<file path="config.mk">
export PLATFORM = sky130hd
export DESIGN_NAME = branch_pc_unit
export DESIGN_NICKNAME = d
export VERILOG_FILES = /design/src/rtl/branch_pc_unit.sv
export SDC_FILE = /design/constraint.sdc
export NUM_CORES = 1
export LEC_CHECK = 0
export BUFFER_PORTS_ARGS = -buffer_cell sky130_fd_sc_hd__buf_2
export CORE_AREA = 3 3 141 143
export DETAILED_ROUTE_END_ITERATION = 12
export DIE_AREA = 0 0 144 146
export PLACE_DENSITY = 0.43
export SLEW_MARGIN = 5
export SYNTH_ARGS = -nofsm -noshare
export SYNTH_HDL_FRONTEND = slang
export SYNTH_SLANG_ARGS = --single-unit
</file>
<file path="constraint.sdc">
create_clock -name i_clk -period 4.2 [get_ports i_clk]
set_input_delay 0.63 -clock i_clk [delete_from_list [all_inputs] [get_ports i_clk]]
set_output_delay 0.63 -clock i_clk [all_outputs]
set_load 0.005 [all_outputs]
</file>
<file path="src/rtl/branch_pc_unit.sv">
// PC sequencer behind the EX branch comparator: predicts not-taken, redirects and flushes on taken.
// Latency: 1 edge from taken to o_pc=target; i_stall holds the PC in RUN but never extends a flush.
module branch_pc_unit #(
    parameter int          XLEN         = 32,
    parameter logic [XLEN-1:0] RESET_PC = '0,
    parameter int          FLUSH_CYCLES = 2,
    parameter int          CNT_W        = 16
) (
    input  logic            i_clk,
    input  logic            i_rst_n,
    input  logic            i_stall,
    input  logic            i_br_valid,
    input  logic            i_taken,
    input  logic [XLEN-1:0] i_br_pc,
    input  logic [XLEN-1:0] i_br_imm,
    output logic [XLEN-1:0] o_pc,
    output logic            o_fetch_valid,
    output logic            o_flush,
    output logic            o_misalign,
    output logic [CNT_W-1:0] o_taken_cnt
);

    localparam int FC_W = (FLUSH_CYCLES > 1) ? $clog2(FLUSH_CYCLES) : 1;
    localparam logic [FC_W-1:0] FC_LOAD = FC_W'(FLUSH_CYCLES - 1);

    typedef enum logic [1:0] {
        ST_BOOT  = 2'd0,
        ST_RUN   = 2'd1,
        ST_FLUSH = 2'd2
    } state_t;

    state_t          state;
    logic [FC_W-1:0] flush_cnt;
    logic [XLEN-1:0] target;
    logic            redirect;

    assign target   = i_br_pc + i_br_imm;
    assign redirect = i_br_valid & i_taken;

    always_ff @(posedge i_clk or negedge i_rst_n) begin
        if (!i_rst_n) begin
            state         <= ST_BOOT;
            flush_cnt     <= '0;
            o_pc          <= RESET_PC;
            o_fetch_valid <= 1'b0;
            o_flush       <= 1'b0;
            o_misalign    <= 1'b0;
            o_taken_cnt   <= '0;
        end else begin
            o_misalign <= 1'b0;
            case (state)
                ST_BOOT: begin
                    state         <= ST_RUN;
                    o_fetch_valid <= 1'b1;
                end
                ST_RUN: begin
                    // A resolved taken branch outranks a stall: the fetch stream is already wrong.
                    if (redirect) begin
                        state         <= ST_FLUSH;
                        flush_cnt     <= FC_LOAD;
                        o_pc          <= {target[XLEN-1:2], 2'b00};
                        o_flush       <= 1'b1;
                        o_fetch_valid <= 1'b0;
                        o_misalign    <= |target[1:0];
                        o_taken_cnt   <= o_taken_cnt + CNT_W'(1);
                    end else if (!i_stall) begin
                        o_pc <= o_pc + XLEN'(4);
                    end
                end
                ST_FLUSH: begin
                    // Branches seen here are on the wrong path and are dropped.
                    if (flush_cnt == '0) begin
                        state         <= ST_RUN;
                        o_flush       <= 1'b0;
                        o_fetch_valid <= 1'b1;
                    end else begin
                        flush_cnt <= flush_cnt - FC_W'(1);
                    end
                end
                default: begin
                    state         <= ST_BOOT;
                    o_flush       <= 1'b0;
                    o_fetch_valid <= 1'b0;
                end
            endcase
        end
    end

endmodule
</file>
# ---- Word-level counts from Yosys, hierarchy flattened
# Cells that the tools add are included.
dict set report totals {
  ff_bits 54
  output_inout_bits 51
  in_bits 69
  wordCells 41
}
dict set report classes {
  addsub 4
  n_reduce_logical 8
  bitwise_logic 2
  eq_ne 5
  muxes 15
}
# operator count
set op_table {}
lappend op_table {{32-bit two-way mux} 2}
lappend op_table {{32-bit by 3-bit adder with 32-bit output, second input constant} 1}
lappend op_table {{32-bit adder} 1}
lappend op_table {{16-bit by 1-bit adder with 16-bit output, second input constant} 1}
lappend op_table {{2-bit AND reduction} 4}
lappend op_table {{1-bit two-way mux} 7}
lappend op_table {{1-bit case mux with 3 select lines} 2}
lappend op_table {{2-bit case mux with 3 select lines} 1}
lappend op_table {{2-bit two-way mux} 2}
lappend op_table {{2-bit inequality test, second input constant} 2}
lappend op_table {{3-bit AND reduction} 1}
lappend op_table {{2-bit by 1-bit == test with 1-bit output, second input constant} 1}
lappend op_table {{2-bit == test, second input constant} 1}
lappend op_table {{2-bit zero test} 1}
lappend op_table {{2-bit by 1-bit inequality test with 1-bit output, second input constant} 1}
lappend op_table {{1-bit case mux with 2 select lines} 1}
lappend op_table {{2-bit nonzero test} 1}
lappend op_table {{2-bit OR reduction} 1}
lappend op_table {{1-bit bitwise AND} 1}
lappend op_table {{1-bit inverter} 1}
lappend op_table {{1-bit subtractor, second input constant} 1}

# ---- Logic depth before layout (Yosys ltp)
dict set report depth {
  ltp_word 4
  ltp_mapped 9
}

# ---- Worst setup path after synthesis
# No wires, ideal clock.
dict set report synth_timing {
  kind {input to register}
  startpoint {input i_br_pc[0]}
  endpoint {register o_pc[28]}
  arrival_time_ps 2596
  setup_ps 83
  path_slack_ps 1521
  required_time_ps 4117
  path_buffers 0
  cell_stages 9
  path_cell_list {ha_1 fa_1 a21oi_1 o21ai_0 a311o_1 a21oi_1 o311ai_0 xnor2_1 o21ai_0}
}
dict set report synth_between {
  elab_chain_len 2
}
# item line_no
set synth_lines {}
lappend synth_lines {{start, declared} 14} ;# input logic [XLEN-1:0] i_br_pc,
lappend synth_lines {{32-bit adder} 37} ;# assign target = i_br_pc + i_br_imm;
lappend synth_lines {{32-bit two-way mux} 58} ;# if (redirect) begin
lappend synth_lines {{end signal, assigned} 61} ;# o_pc <= {target[XLEN-1:2], 2'b00};
lappend synth_lines {{end signal, assigned} 67} ;# o_pc <= o_pc + XLEN'(4);
lappend synth_lines {{end, declared} 16} ;# output logic [XLEN-1:0] o_pc,
# Every way passes these cells.
# A chain may end at the register's enable or synchronous reset.

# ---- Worst setup path in the final report
# Ends and elaborated chain as after synthesis.

==> reports/metrics.yaml <==
routed_wl_um: 15700
met3WireLength_um: 646
startpoint: "i_br_pc[0]"
switchingPower_uw: 1050
synthFlopType: "dfrtp_1"
worst_pin_slew_ps: 917
pwr_density_cell_nw_per_um2: 436
setup.worst_path.start_class: "input port"
grt_pass1_vias: 4891
route.detailed.wl_per_inst_um: 16.7
async_reset_ff_share_pct: 100
crit_buf_inv: 1
area_growth_syn_to_layout_pct: 20.8
final_max_slew_viol_count: 0
cts_tree: "built"
required_ps: 4370
dr_total_vias: 4922
die_h_um: 146
setup_viol: 0
worstHoldPathType: "input port to asynchronous set/reset pin"
clkPwrFrac_pct: 19.3
path_class: "input port to flip-flop"
met1_length_um: 7470
wl_met2_um: 7430
clkLatencyLatePin_ps: 290
io_buffers: 117
vdd_drop_max_uv: 157
mostFrequentLayoutCells: "buf_2, nand2_1, a21oi_1"
p_leak_uw: 0.00251
post-cts-setup-buffers: 0
power_frac_seq_pct: 37.4
ff2ff_setup_slack_ps: 1740
start_util_pct: 25.1
clk_pin_slew_worst_paths_ps: 70
die_w_um: 144
drc: 0
r2r_start: "state[0]"
fin_crit_sh_pct: 68.9
dpl_cell_area_um2: 5500
die_area_um2: 21000
clk_path_buf_depth: 2
synth_area_um2: 4690
ant_nets: 0
end_kind: "flip-flop"
status: "completed"
cp_top_family: "compound AO/OA/AOI/OAI gates"
gp_congestion: 0.841
swShare_pct: 42.5
hold_viol_final: 0
cts_max_level: 2
seq_area_frac_synth_pct: 27.7
maxCapViolCount: 0
reg2reg_to: "o_taken_cnt[15]"
critPathMaxStageDelay_ps: 440
cts_buffers: 5
nNetsFinal: 808
grt_setup_unrepaired: "false"
setup_ws_ps: 1310
ioPinCount: 120
p_int_uw: 1420
antenna_found_initial: 0
drt_iter0_drc: 283
routed_via_density: 5.24
ys_seq_elements: 52
grt_pass1_wl_um: 25500
synth.distinct_cells: 72
period_minus_slack_ps: 2890
finalInstanceArea_um2: 5670
top_layer: "met4"
root_buffer: "clkbuf_16"
grt_max_degree: 36
cts_resized: 0
fmax_mhz: 346
final_common_cell: "buf_2"
rows: 50
crit_slowest_cell: "fa_1"
cts_hold_buf: 0
ys_warn_count: 0
syn_inst: 604
crit_arrival_ps: 3060
dr.pass1.iters: 5
max_slew_margin_pct: 38.3
path_cells: "buf_2 -> ha_1 -> fa_1 -> a21oi_1 -> o21ai_0 -> a311o_1 -> a21oi_1 -> o311ai_0 -> xnor2_1 -> o21ai_0"
core_area_um2: 18700
synth_edf_count: 0
cts.sink_count: 52
diodes: 0
grtUsageTotal_pct: 14.8
fin_skew_ps: 4.21
tns_ps: 0
drive_gt1_share_pct: 20.7
reg2regPathDepth: 7
preCtsSetupSlack_ps: 1000
pwr-share-comb_pct: 43.3
cp_max_fo: 4
dp_hpwl_um: 12400
overflow: 0
synth.avg_cell_area_um2: 7.77
stage by stage:
stage	hold WS, ps	utilization (%)	power [uW]	std cells
6_report	274	30.3	2470	940
5_1_grt	301	30.3	2690	940
4_1_cts	287	30.3	2510	940
3_5_place_dp	457	29.4	2020	932
3_3_place_gp	457	29.4	2000	932
2_1_floorplan	334	-	1510	605
synthesized netlist by cell type (12+ instances only):
cell type | count | area share (%)
nand2_1 | 71 | 5.7
a21oi_1 | 67 | 7.1
dfrtp_1 | 52 | 28
o21ai_0 | 52 | 5.5
nor2_1 | 44 | 3.5
ha_1 | 33 | 8.8
nand3_1 | 29 | 3.1
clkbuf_1 | 24 | 1.9
nand4_1 | 21 | 2.8
xnor2_1 | 21 | 3.9
and3_1 | 14 | 1.9
xor2_1 | 14 | 2.6
a21o_1 | 13 | 2.1
nor3_1 | 12 | 1.3
kinds of logic after synthesis:
group                    count (synthesis)  synth area share, %
AO/OA/AOI/OAI                          200                 26.8
adder cells (fa/ha/maj)                 34                 9.23
buffers and inverters                   42                 3.63
multiplexers                             4                0.854
other                                    1               0.0799
AND/OR/NAND/NOR                        236                 25.2
XOR/XNOR                                35                 6.54
flip-flops                              52                 27.7
registers in the layout, indices dropped and copies added (netlist names):
| signal | cells |
|---|---|
| o_misalign | 1 |
| o_pc | 30 |
| o_flush | 1 |
| o_fetch_valid | 1 |
| flush_cnt | 1 |
| o_taken_cnt | 16 |
| state | 2 |
metal layers:
layer	global-route usage, %	vias up
met1	20.8	2324
met2	24.1	132
met4	3.20	0
met3	1.87	16
met5	0	-
li1	-	2450
how the worst max path moves through the flow:
| stage | to | slack, ps | cells past startpoint |
|---|---|---|---|
| 6_report | o_pc[28] | 1310 | 10 |
| 5_1_grt | o_pc[30] | 1070 | 9 |
| 4_1_cts | o_pc[28] | 1320 | 10 |
| 3_5_place_dp | o_pc[28] | 1000 | 10 |
| 3_3_place_gp | o_pc[28] | 1090 | 10 |
| 2_1_floorplan | o_pc[28] | 1520 | 9 |
final cells by class:
class | count | area, um2
clock inverters | 3 | 42.5
multi-input cells | 511 | 3220
flip-flops and latches | 52 | 1300
fillers | 2037 | 13000
clock buffers | 5 | 125
well taps | 234 | 293
inverters | 10 | 37.5
repair buffers | 125 | 646
worst register-to-register path: stages (launching register included):
cell,delay (ps)
dfrtp_1,510
nand2b_1,420
nor2_1,200
buf_4,310
nand4_1,230
nor2_1,370
nand4_1,160
xnor2_1,140
power by group through the flow:
| stage | Combinational, uW | Clock, uW | Sequential (uW) |
|---|---|---|---|
| floorplan | 633 | 0 | 882 |
| global placement | 1070 | 0 | 929 |
| detailed placement | 1080 | 0 | 935 |
| CTS | 1090 | 493 | 927 |
| global route | 1210 | 512 | 961 |
| finish | 1070 | 477 | 924 |
Power figures use the tool's default switching activity.
